$ cat src/rtl/music_sequencer_pkg.sv
// Shared audio definitions: track and FSM encodings, sample/address widths,
// and the game-status to track mapping.
package music_sequencer_pkg;

  localparam int SAMPLE_W = 17;
  localparam int ADDR_W   = 17;

  typedef enum logic [1:0] {
    TRK_SILENT = 2'd0,
    TRK_1      = 2'd1,
    TRK_2      = 2'd2,
    TRK_3      = 2'd3
  } track_e;

  typedef enum logic [1:0] {
    ST_SILENT = 2'd0,
    ST_PLAY   = 2'd1,
    ST_HOLD   = 2'd2
  } state_e;

  function automatic track_e status_to_track(input logic [3:0] status);
    case (status)
      4'd1, 4'd2, 4'd5: return TRK_1;
      4'd4:             return TRK_2;
      4'd3:             return TRK_3;
      default:          return TRK_SILENT;
    endcase
  endfunction

endpackage

$ cat src/rtl/sample_tick_gen.sv
// Sample-period down-counter: tick is high while running with the count at 0.
// restart reloads CLK_DIV-1 and suppresses the tick; the count is frozen when run is low.
module sample_tick_gen #(
  parameter int CLK_DIV = 1563
) (
  input  logic Clk,
  input  logic Reset,
  input  logic run,
  input  logic restart,
  output logic tick
);

  localparam int CW = (CLK_DIV > 2) ? $clog2(CLK_DIV) : 1;
  localparam logic [CW-1:0] RELOAD = CW'(CLK_DIV - 1);

  logic [CW-1:0] cnt_q, cnt_d;

  always_comb begin
    cnt_d = cnt_q;
    if (restart) begin
      cnt_d = RELOAD;
    end else if (run) begin
      cnt_d = (cnt_q == '0) ? RELOAD : cnt_q - CW'(1);
    end
  end

  always_ff @(posedge Clk) begin
    if (Reset) begin
      cnt_q <= RELOAD;
    end else begin
      cnt_q <= cnt_d;
    end
  end

  assign tick = run && !restart && (cnt_q == '0);

endmodule

$ cat src/rtl/music_sequencer.sv
// Steps the shared ROM address once per sample period for the track chosen by the
// game status, and presents the ROM word as a held sample with a one-cycle strobe.
module music_sequencer
  import music_sequencer_pkg::*;
#(
  parameter int                  CLK_DIV    = 1563,
  parameter int                  TRACK_LEN1 = 65536,
  parameter int                  TRACK_LEN2 = 65536,
  parameter int                  TRACK_LEN3 = 65536,
  parameter logic [SAMPLE_W-1:0] SILENCE    = 17'h00000
) (
  input  logic                Clk,
  input  logic                Reset,
  input  logic [3:0]          status,
  input  logic                pause,
  input  logic [SAMPLE_W-1:0] music_content1,
  input  logic [SAMPLE_W-1:0] music_content2,
  input  logic [SAMPLE_W-1:0] music_content3,
  output logic [ADDR_W-1:0]   Add,
  output logic [SAMPLE_W-1:0] sample,
  output logic                sample_valid,
  output logic [1:0]          track,
  output logic                looped
);

  state_e                state_q, state_d;
  track_e                track_q, track_d;
  logic [ADDR_W-1:0]     add_q, add_d;
  logic [SAMPLE_W-1:0]   sample_q, sample_d;
  logic                  valid_q, valid_d;
  logic                  looped_q, looped_d;

  track_e                new_trk;
  logic                  change;
  logic                  run;
  logic                  tick;
  logic [ADDR_W-1:0]     last_addr;
  logic [SAMPLE_W-1:0]   rom_word;

  assign new_trk = status_to_track(status);
  assign change  = (new_trk != track_q);
  // A pending pause or track switch blocks the tick in the same cycle.
  assign run     = (state_q == ST_PLAY) && !pause && !change;

  sample_tick_gen #(
    .CLK_DIV (CLK_DIV)
  ) u_tick (
    .Clk     (Clk),
    .Reset   (Reset),
    .run     (run),
    .restart (change),
    .tick    (tick)
  );

  always_comb begin
    last_addr = '0;
    rom_word  = SILENCE;
    case (track_q)
      TRK_1: begin
        last_addr = ADDR_W'(TRACK_LEN1 - 1);
        rom_word  = music_content1;
      end
      TRK_2: begin
        last_addr = ADDR_W'(TRACK_LEN2 - 1);
        rom_word  = music_content2;
      end
      TRK_3: begin
        last_addr = ADDR_W'(TRACK_LEN3 - 1);
        rom_word  = music_content3;
      end
      default: ;
    endcase
  end

  always_comb begin
    state_d  = state_q;
    track_d  = track_q;
    add_d    = add_q;
    sample_d = sample_q;
    valid_d  = 1'b0;
    looped_d = 1'b0;
    if (change) begin
      track_d  = new_trk;
      add_d    = '0;
      sample_d = SILENCE;
      if (new_trk == TRK_SILENT) begin
        state_d = ST_SILENT;
      end else begin
        state_d = pause ? ST_HOLD : ST_PLAY;
      end
    end else begin
      case (state_q)
        ST_PLAY: begin
          if (pause) begin
            state_d = ST_HOLD;
          end else if (tick) begin
            sample_d = rom_word;
            valid_d  = 1'b1;
            if (add_q == last_addr) begin
              add_d    = '0;
              looped_d = 1'b1;
            end else begin
              add_d = add_q + ADDR_W'(1);
            end
          end
        end
        ST_HOLD: begin
          if (!pause) state_d = ST_PLAY;
        end
        default: ;
      endcase
    end
  end

  always_ff @(posedge Clk) begin
    if (Reset) begin
      state_q  <= ST_SILENT;
      track_q  <= TRK_SILENT;
      add_q    <= '0;
      sample_q <= SILENCE;
      valid_q  <= 1'b0;
      looped_q <= 1'b0;
    end else begin
      state_q  <= state_d;
      track_q  <= track_d;
      add_q    <= add_d;
      sample_q <= sample_d;
      valid_q  <= valid_d;
      looped_q <= looped_d;
    end
  end

  assign Add          = add_q;
  assign sample       = sample_q;
  assign sample_valid = valid_q;
  assign track        = track_q;
  assign looped       = looped_q;

endmodule
$ cat config.mk
export PLATFORM = sky130hd
export DESIGN_NAME = music_sequencer
export DESIGN_NICKNAME = d
export VERILOG_FILES = /design/src/rtl/music_sequencer_pkg.sv /design/src/rtl/sample_tick_gen.sv /design/src/rtl/music_sequencer.sv
export SDC_FILE = /design/constraint.sdc
export NUM_CORES = 1
export LEC_CHECK = 0
export BUFFER_PORTS_ARGS = -buffer_cell sky130_fd_sc_hd__buf_2
export CAP_MARGIN = 20
export CORE_MARGIN = 2
export CORE_UTILIZATION = 50
export CTS_BUF_LIST = sky130_fd_sc_hd__clkbuf_8
export DETAILED_ROUTE_END_ITERATION = 8
export PLACE_DENSITY = 0.8
export RECOVER_POWER = 25
export SLEW_MARGIN = 20
export SYNTH_ARGS = -nofsm -noshare
export SYNTH_HDL_FRONTEND = slang
export SYNTH_SLANG_ARGS = --single-unit
$ cat constraint.sdc
create_clock -name Clk -period 3.2 [get_ports Clk]
set_input_delay 0.16 -clock Clk [delete_from_list [all_inputs] [get_ports Clk]]
set_output_delay 0.16 -clock Clk [all_outputs]
set_load 0.01 [all_outputs]
==> impl_metrics.json, run 1 <==
{
  "place.gp.congestion": 0.942,
  "yosysTopAreaCell": "dfxtp_1",
  "min_period_ns": 2.55,
  "cp_top_family": "simple AND/OR/NAND/NOR gates",
  "met1Wirelength_mm": 3.12,
  "setup_viol": 0,
  "cp-startpoint": "Add[6]$_SDFFE_PP0P_",
  "area_delta_synth_final_pct": 22.0,
  "crit_chain": "and4_1 -> nand4_1 -> or4b_2 -> nand3_1 -> a22oi_1",
  "holdPathEnd": "state_q[1]$_SDFFE_PP0P_",
  "first_pass_iters": 4,
  "fin_skew_ns": 0.00395,
  "row_count": 26,
  "antenna_found_initial": 0,
  "dpl_cell_area_sq_um": 3230,
  "grt_usage_pct": 23.2,
  "startpoint_type": "flop",
  "drv_cap": 0,
  "timing.rr.end": "Add[8]$_SDFFE_PP0P_",
  "wl_mm": 7.15,
  "worstPathBufferInverterCount": 0,
  "top_layer": "met4",
  "synth_nets": 372,
  "slew_violations": 0,
  "design_area_sq_um": 3320,
  "whs_ns": 0.103,
  "hold_violations": 0,
  "synth_cells": 312,
  "relSlewSlack_pct": 52.6,
  "p_per_area_nw_per_um2": 357,
  "ys_seq_area_share_pct": 37.6,
  "yosysTopAreaCellShare_pct": 37.6,
  "finalCritPeriodShare_pct": 79.8,
  "min_path_cells": 2,
  "reg2reg_from": "Add[6]$_SDFFE_PP0P_",
  "tns_ns": 0,
  "synth_area_sq_um": 2720,
  "hp-start": "Reset",
  "ir_drop_v": 0.000272,
  "synth_area_leaders": "dfxtp_1 (38%), mux2i_1 (7.0%), o2bb2ai_1 (5.8%)",
  "grt_pass1_vias": 2455,
  "io_pins": 96,
  "die_y_microns": 77.7,
  "critPathKind": "reg2reg",
  "dr_wl_met3_microns": 553,
  "r2r_setup_slack_ns": 0.65,
  "worst_setup_path_end_kind": "flop",
  "rr_worst_depth": 5,
  "worst_pin_slew_ns": 0.711,
  "grt_start_max_net_pins": 22,
  "die-area_sq_um": 6040,
  "ys.flop_type": "dfxtp_1",
  "ant_nets": 0,
  "start_util_pct": 52.6,
  "rsz0062_at_grt": "no",
  "clk_pin_slew_ns": 0.08,
  "syn_area_per_cell_sq_um": 8.71,
  "clkSinkCount": 51,
  "cp.depth": 5,
  "htree_levels": 2,
  "cts_tree": "done",
  "die_w_microns": 77.7,
  "wl_met2_mm": 3.37,
  "final_util_pct": 64.1,
  "portBuffers": 95,
  "p_switching_uw": 268,
  "ys_types": 52,
  "status": "finished, final reports clean",
  "cp.arrival_ns": 2.70,
  "wl_per_cell_microns": 15.2,
  "numCtsBuffers": 5,
  "grt_pass1_wl_mm": 11.4,
  "p_seq_share_pct": 54.0,
  "insertion_delay_ns": 0.30,
  "postCtsSetupBuffers": 0,
  "synth_seq_cells": 51,
  "dp_hpwl_mm": 5.30,
  "drc": 0,
  "cts.path.max_buffers": 2,
  "cp_slowest_cell": "or4b_2",
  "async_reset_ff_share_pct": 0,
  "fin_nets": 460,
  "drtIter0Drc": 169,
  "core_sq_um": 5170,
  "drive_above_1_share_pct": 23.3,
  "cts_resized": 0,
  "cp_max_fo": 13,
  "grt-ovfl-total": 0,
  "num_vias": 2754,
  "hp-class": "in2reg",
  "yosys_warnings": 0,
  "root_buffer": "clkbuf_8",
  "synth-edff-count": 0,
  "critPathRequiredTime_ns": 3.35,
  "combPwrFrac_pct": 10.5,
  "switching_share_pct": 22.6,
  "clkPwrFrac_pct": 35.5,
  "vias_per_cell": 5.86,
  "p_int_uw": 917,
  "postCtsHoldBufs": 0,
  "antenna_cells": 0,
  "clock.fmax_ghz": 0.392,
  "max_stage_delay_ns": 0.75,
  "leakagePower_uw": 0.00123
}
-- registers in the layout (all words and copies together) (netlist names) --
signal        flops
Add              17
sample           17
u_tick.cnt_q     11
state_q           2
track             2
looped            1
sample_valid      1
-- cells in the mapped netlist (2+ instances only) --
cell,number
maj3_1,2
clkbuf_1,7
o31ai_1,6
o21ai_0,9
inv_1,6
a22oi_1,10
nand2_1,14
o41ai_1,2
nor3_1,2
and3_1,5
and4_1,2
ha_1,2
o21ai_1,2
and2_1,3
nand4_1,2
xnor2_1,4
buf_2,7
o31ai_2,2
nor2_1,24
nor3b_1,3
nand3_1,14
or4_1,8
mux2i_1,19
dfxtp_1,51
a31oi_1,4
or3_1,10
o2bb2ai_1,18
a311oi_1,4
o31a_1,2
nor4_1,9
a211oi_1,3
a21oi_1,28
o21a_1,2
nand2b_1,2
buf_1,4
nor2b_1,4
-- per-layer routing --
metal | track usage [%] | vias up
met3 | 4.77 | 12
met5 | 0 | -
met4 | 7.14 | 0
met1 | 28.4 | 1260
li1 | - | 1373
met2 | 40.5 | 109
-- final cells by class --
cell class	count	area (sq um)
fillers	467	1860
multi-input cells	235	1590
flip-flops and latches	51	1020
repair buffers	100	487
well taps	70	87.6
clock buffers	5	68.8
clock inverters	2	33.8
inverters	7	26.3
-- power by group through the flow --
stage                     logic (uW)  registers (uW)  clock network (uW)
after CTS                        125             639                 430
after global routing             139             640                 459
final                            125             639                 421
after floorplan                 69.9             654                   0
after global placement           121             654                   0
after detailed placement         124             654                   0
-- through the flow --
step	total power (uW)	worst slack (ns)	std cells
2_1_floorplan	724	1.03	312
3_3_place_gp	776	0.808	463
3_5_place_dp	779	0.723	463
4_1_cts	1190	0.705	470
5_1_grt	1240	0.456	470
6_report	1180	0.648	470
-- placed cells by master, fill, tap and decap left out, types with 10 or more instances in the layout --
cell type   n
buf_2      74
dfxtp_1    51
a21oi_1    28
nor2_1     24
clkbuf_1   21
mux2i_1    19
o2bb2ai_1  18
nand2_1    14
nand3_1    14
or3_1      10
a22oi_1    10
-- worst max path at each step --
stage	to
floorplan	Add[11]$_SDFFE_PP0P_
global placement	Add[14]$_SDFFE_PP0P_
detailed placement	Add[8]$_SDFFE_PP0P_
CTS	Add[8]$_SDFFE_PP0P_
global route	Add[8]$_SDFFE_PP0P_
finish	Add[8]$_SDFFE_PP0P_
-- cells by family after synthesis --
family	synth area share, %
simple gates	23.9
xor+xnor	1.29
fa+ha+maj	1.66
compound gates	24.4
mux	6.99
flops	37.6
buf+inv	4.19
(Power assumes the default switching activity.)
==> inputs of run 2 (changes only) <==
==> constraint.sdc (replaced) <==
create_clock -name Clk -period 2.6 [get_ports Clk]
set_input_delay 0.13 -clock Clk [delete_from_list [all_inputs] [get_ports Clk]]
set_output_delay 0.13 -clock Clk [all_outputs]
set_load 0.01 [all_outputs]
==> run 2 against run 1 <==
Effect of this change:
- hold slack worse by 0.022 ns
- cell area is 1.1% higher
- largest cell class unchanged
- combinational power is 28% higher
- via count is 2.9% higher
- die area stayed put
- critical path type unchanged
- routed wire length is 4.5% higher
==> impl_metrics.json, run 2 (same netlist as run 1, synthesis figures left out) <==
{
  "status": "finished, final reports clean",
  "layout_common_cells": "buf_2 (74), dfxtp_1 (51), a21oi_1 (28)",
  "cts.path.max_buffers": 2,
  "die-area_sq_um": 6040,
  "fill_cells": 457,
  "cp_top_family": "compound AO/OA/AOI/OAI gates",
  "worst_pin_slew_ns": 0.715,
  "slew_violations": 0,
  "place.gp.congestion": 0.908,
  "fin_skew_ns": 0.00760,
  "hold_violations": 0,
  "tns_ns": 0,
  "root_buffer": "clkbuf_8",
  "clkSinkCount": 51,
  "holdPathEnd": "sample[0]$_SDFFE_PP0P_",
  "io_pins": 96,
  "min_period_ns": 2.31,
  "hp-class": "in2reg",
  "vias_per_cell": 5.97,
  "post-place-ws_ns": 0.190,
  "first_pass_iters": 4,
  "wl_met2_mm": 3.45,
  "postCtsSetupBuffers": 0,
  "finalCritPeriodShare_pct": 89.0,
  "reg2reg_from": "track[0]$_SDFFE_PP0P_",
  "r2r_setup_slack_ns": 0.29,
  "core_sq_um": 5170,
  "timing.rr.end": "u_tick.cnt_q[7]$_SDFFE_PP0P_",
  "die_y_microns": 77.7,
  "postCtsHoldBufs": 0,
  "htree_levels": 2,
  "start_util_pct": 52.6,
  "startpoint_type": "flop",
  "fin_nets": 464,
  "antenna_found_initial": 0,
  "grt_pass1_wl_mm": 12.1,
  "rsz0062_at_grt": "no",
  "drtIter0Drc": 205,
  "antenna_cells": 0,
  "cp_max_fo": 8,
  "worst_setup_path_end_kind": "flop",
  "grt_pass1_vias": 2587,
  "hp-start": "music_content2[0]",
  "wl_mm": 7.46,
  "drv_cap": 0,
  "portBuffers": 95,
  "p_per_area_nw_per_um2": 413,
  "leakagePower_uw": 0.00124,
  "die_w_microns": 77.7,
  "top_layer": "met4",
  "num_vias": 2835,
  "ir_drop_v": 0.000243,
  "drc": 0,
  "cts_tree": "done",
  "row_count": 26,
  "dr_wl_met3_microns": 776,
  "cp_slowest_cell": "a311oi_1",
  "design_area_sq_um": 3350,
  "final_common_cell": "buf_2",
  "clk_pin_slew_ns": 0.09,
  "cts_resized": 0,
  "cp.arrival_ns": 2.54,
  "insertion_delay_ns": 0.30,
  "dpl_cell_area_sq_um": 3270,
  "rr_worst_depth": 5,
  "grt_start_max_net_pins": 22,
  "setup_viol": 0,
  "area_delta_synth_final_pct": 23.3,
  "min_path_cells": 3,
  "grt_usage_pct": 24.6,
  "worstPathBufferInverterCount": 0,
  "numCtsBuffers": 5,
  "crit_chain": "nor4b_1 -> o21ai_1 -> a311oi_1 -> or4b_1 -> a21oi_1",
  "max_stage_delay_ns": 0.50,
  "met1Wirelength_mm": 3.12,
  "clock.fmax_ghz": 0.432,
  "timing.final.ws_setup_ns": 0.287,
  "dp_hpwl_mm": 5.52,
  "drive_above_1_share_pct": 24.7,
  "wl_per_cell_microns": 15.7,
  "grt-ovfl-total": 0,
  "critPathRequiredTime_ns": 2.83,
  "critPathKind": "reg2reg",
  "ant_nets": 0,
  "relSlewSlack_pct": 52.4
}
## run 2: cell count changes in the layout (fill, tap and decap cells not counted)
| cell | delta |
|---|---|
| bufinv_16 | -1 |
| clkinvlp_4 | +1 |
| nand3_1 | -1 |
| buf_4 | +3 |
| nand3_2 | +1 |
| clkinv_2 | +1 |
| a31oi_2 | +1 |
| buf_12 | +1 |
| a31oi_1 | -1 |
## run 2: area by class of cell
cell class                      instances  area, sq um  share of cell area [%]
Multi-Input combinational cell        235         1600                    47.8
Sequential cell                        51         1020                    30.4
Clock inverter                          3         16.3                   0.485
Tap cell                               70         87.6                    2.61
Timing Repair Buffer                  104          529                    15.8
Clock buffer                            5         68.8                    2.05
Inverter                                7         26.3                   0.784
## run 2: how the worst max path moves through the flow
| stage | start | to | depth (start not counted) | slack [ns] |
|---|---|---|---|---|
| after floorplan | Add[3]$_SDFFE_PP0P_ | Add[11]$_SDFFE_PP0P_ | 7 | 0.43 |
| after global placement | Add[6]$_SDFFE_PP0P_ | Add[2]$_SDFFE_PP0P_ | 5 | 0.25 |
| after detailed placement | track[0]$_SDFFE_PP0P_ | Add[2]$_SDFFE_PP0P_ | 5 | 0.19 |
| after CTS | track[0]$_SDFFE_PP0P_ | Add[3]$_SDFFE_PP0P_ | 5 | 0.16 |
| after global routing | track[0]$_SDFFE_PP0P_ | u_tick.cnt_q[4]$_SDFFE_PP1P_ | 6 | 0.13 |
| final | track[0]$_SDFFE_PP0P_ | u_tick.cnt_q[7]$_SDFFE_PP0P_ | 5 | 0.29 |
## run 2: where the power goes
part | internal [uW] | switching, uW
clock network | 185 | 254
registers | 783 | 3.62
logic | 71.7 | 88.4
total | 1040 | 346
## run 2: through the flow
step,total power [uW],hold slack [ns],cells,utilization [%]
6_report,1390,0.0814,475,64.8
5_1_grt,1450,0.0900,475,64.8
4_1_cts,1390,0.0695,475,64.9
3_5_place_dp,962,0.393,467,63.3
3_3_place_gp,957,0.390,467,63.3
2_1_floorplan,891,0.202,312,-
## run 2: worst min-delay path, stage by stage
cell and delay, ns:
buf_2 0.08, a21oi_1 0.05, o2bb2ai_1 0.10
## run 2: per-layer routing
| layer | track usage, % | vias up |
|---|---|---|
| li1 | - | 1385 |
| met1 | 32.8 | 1298 |
| met2 | 39.2 | 138 |
| met3 | 5.93 | 14 |
| met4 | 8.04 | 0 |
| met5 | 0 | - |
==> inputs of run 3 (changes only) <==
--- a/config.mk
+++ b/config.mk
@@ -7,6 +7,7 @@
 export LEC_CHECK = 0
 export BUFFER_PORTS_ARGS = -buffer_cell sky130_fd_sc_hd__buf_2
 export CAP_MARGIN = 20
+export CORE_ASPECT_RATIO = 0.75
 export CORE_MARGIN = 2
 export CORE_UTILIZATION = 50
 export CTS_BUF_LIST = sky130_fd_sc_hd__clkbuf_8
==> constraint.sdc (replaced) <==
create_clock -name Clk -period 2.9 [get_ports Clk]
set_input_delay 0.145 -clock Clk [delete_from_list [all_inputs] [get_ports Clk]]
set_output_delay 0.145 -clock Clk [all_outputs]
set_load 0.01 [all_outputs]
==> run 3 against run 2 <==
Effect of this change:
- count of clock-buffer cells in the layout unchanged
- die area increased by 0.10%
- hold slack improved by 0.011 ns
- non-clock buffer count decreased by 3
- critical path depth unchanged
- clock skew increased by 0.00084 ns
- critical path type unchanged
- critical endpoint is now Add[8]$_SDFFE_PP0P_
- largest power group unchanged
==> impl_metrics.json, run 3 (same netlist as run 1, synthesis figures left out) <==
{
  "worst_pin_slew_ns": 0.726,
  "rr_worst_depth": 5,
  "root_buffer": "clkbuf_8",
  "grt_usage_pct": 23.7,
  "p_seq_share_pct": 49.5,
  "final_common_cell": "buf_2",
  "timing.final.ws_setup_ns": 0.283,
  "clk_pin_slew_ns": 0.09,
  "worst_setup_path_end_kind": "flop",
  "rsz0062_at_grt": "no",
  "portBuffers": 95,
  "ir_drop_v": 0.000255,
  "whs_ns": 0.0921,
  "hp-start": "Reset",
  "htree_levels": 2,
  "cp.arrival_ns": 2.78,
  "clkPwrFrac_pct": 40.3,
  "vias_per_cell": 6.00,
  "fill_cells": 486,
  "critPathRequiredTime_ns": 3.06,
  "holdPathEnd": "track[1]$_SDFFE_PP0P_",
  "dp_hpwl_mm": 5.49,
  "hold_violations": 0,
  "p_switching_uw": 318,
  "reg2reg_from": "Add[2]$_SDFFE_PP0P_",
  "postCtsSetupBuffers": 0,
  "wl_mm": 7.45,
  "cp_max_fo": 13,
  "row_count": 23,
  "hp-class": "in2reg",
  "min_period_ns": 2.62,
  "setup_viol": 0,
  "combPwrFrac_pct": 10.3,
  "antenna_found_initial": 0,
  "switching_share_pct": 22.3,
  "start_util_pct": 51.3,
  "wl_per_cell_microns": 15.6,
  "max_stage_delay_ns": 0.75,
  "finalCritPeriodShare_pct": 90.2,
  "drtIter0Drc": 192,
  "die_y_microns": 67.9,
  "crit_chain": "and3_1 -> nand4_1 -> or4b_2 -> nand3_1 -> a22oi_1",
  "r2r_setup_slack_ns": 0.28,
  "core_sq_um": 5300,
  "grt_pass1_vias": 2404,
  "cts_tree": "done",
  "grt_start_max_net_pins": 22,
  "leakagePower_uw": 0.00125,
  "fin_skew_ns": 0.00844,
  "num_vias": 2862,
  "slew_violations": 0,
  "relSlewSlack_pct": 51.6,
  "design_area_sq_um": 3370,
  "min_path_cells": 2,
  "antenna_cells": 0,
  "clkSinkCount": 51,
  "die-area_sq_um": 6050,
  "first_pass_iters": 5,
  "drive_above_1_share_pct": 23.6,
  "die_w_microns": 89.2,
  "p_per_area_nw_per_um2": 423,
  "grt_pass1_wl_mm": 11.2,
  "place.gp.congestion": 0.930,
  "grt-ovfl-total": 0,
  "drc": 0,
  "status": "finished, final reports clean",
  "clock.fmax_ghz": 0.382,
  "startpoint_type": "flop",
  "tns_ns": 0,
  "dpl_cell_area_sq_um": 3260,
  "cts.path.max_buffers": 2,
  "ant_nets": 0,
  "area_delta_synth_final_pct": 24.1,
  "layout_common_cells": "buf_2 (74), dfxtp_1 (51), a21oi_1 (28)",
  "drv_cap": 0,
  "postCtsHoldBufs": 0,
  "timing.rr.end": "Add[8]$_SDFFE_PP0P_",
  "io_pins": 96,
  "cts_resized": 0,
  "p_int_uw": 1110,
  "numCtsBuffers": 5,
  "critPathKind": "reg2reg",
  "post-place-ws_ns": 0.372,
  "insertion_delay_ns": 0.31,
  "fin_nets": 461,
  "cp_slowest_cell": "or4b_2"
}
## run 3: cell count changes in the layout (fill, tap and decap cells not counted), sizes merged
cell | before | now
clkinv | 2 | 1
buf | 83 | 80
clkinvlp | 1 | 0
bufinv | 0 | 2
## run 3: worst max-delay path by stage
stage / startpoint / cells past startpoint / slack (ns) / end
floorplan: Add[3]$_SDFFE_PP0P_ / 7 / 0.73 / Add[11]$_SDFFE_PP0P_
global placement: Add[2]$_SDFFE_PP0P_ / 5 / 0.45 / Add[12]$_SDFFE_PP0P_
detailed placement: Add[2]$_SDFFE_PP0P_ / 5 / 0.37 / Add[4]$_SDFFE_PP0P_
CTS: Add[2]$_SDFFE_PP0P_ / 5 / 0.35 / Add[8]$_SDFFE_PP0P_
global route: Add[2]$_SDFFE_PP0P_ / 5 / 0.1 / Add[8]$_SDFFE_PP0P_
finish: Add[2]$_SDFFE_PP0P_ / 5 / 0.28 / Add[8]$_SDFFE_PP0P_
## run 3: final cells by class
class	count	area [sq um]	area share [%]
inverters	7	26.3	0.779
clock buffers	5	68.8	2.04
repair buffers	101	507	15.0
multi-input cells	235	1590	47.2
flip-flops and latches	51	1020	30.3
clock inverters	3	63.8	1.89
well taps	75	93.8	2.78
## run 3: per-layer routing
metal,part of all wire [%],global-route usage [%]
met4,1.4,8.58
met2,47,35.6
met3,5.3,3.86
met5,0,0
met1,46,34.3
## run 3: worst max-delay path, delay by kind of cell (launching register included)
family / cells / cell delay, ns
AO/OA/AOI/OAI: 1 / 0.19
flip-flops: 1 / 0.48
AND/OR/NAND/NOR: 4 / 1.80
## run 3: stage by stage
stage / utilization [%] / instances / total power (uW)
finish: 63.7 / 477 / 1430
global route: 63.7 / 477 / 1470
CTS: 64.0 / 477 / 1430
detailed placement: 61.5 / 469 / 866
global placement: 61.5 / 469 / 861
floorplan: - / 312 / 799
## run 3: power groups by stage
stage / Clock [uW] / Sequential [uW] / Combinational (uW)
CTS: 580 / 706 / 144
floorplan: 0 / 722 / 77.2
global placement: 0 / 722 / 139
finish: 575 / 706 / 146
global route: 606 / 706 / 160
detailed placement: 0 / 722 / 143
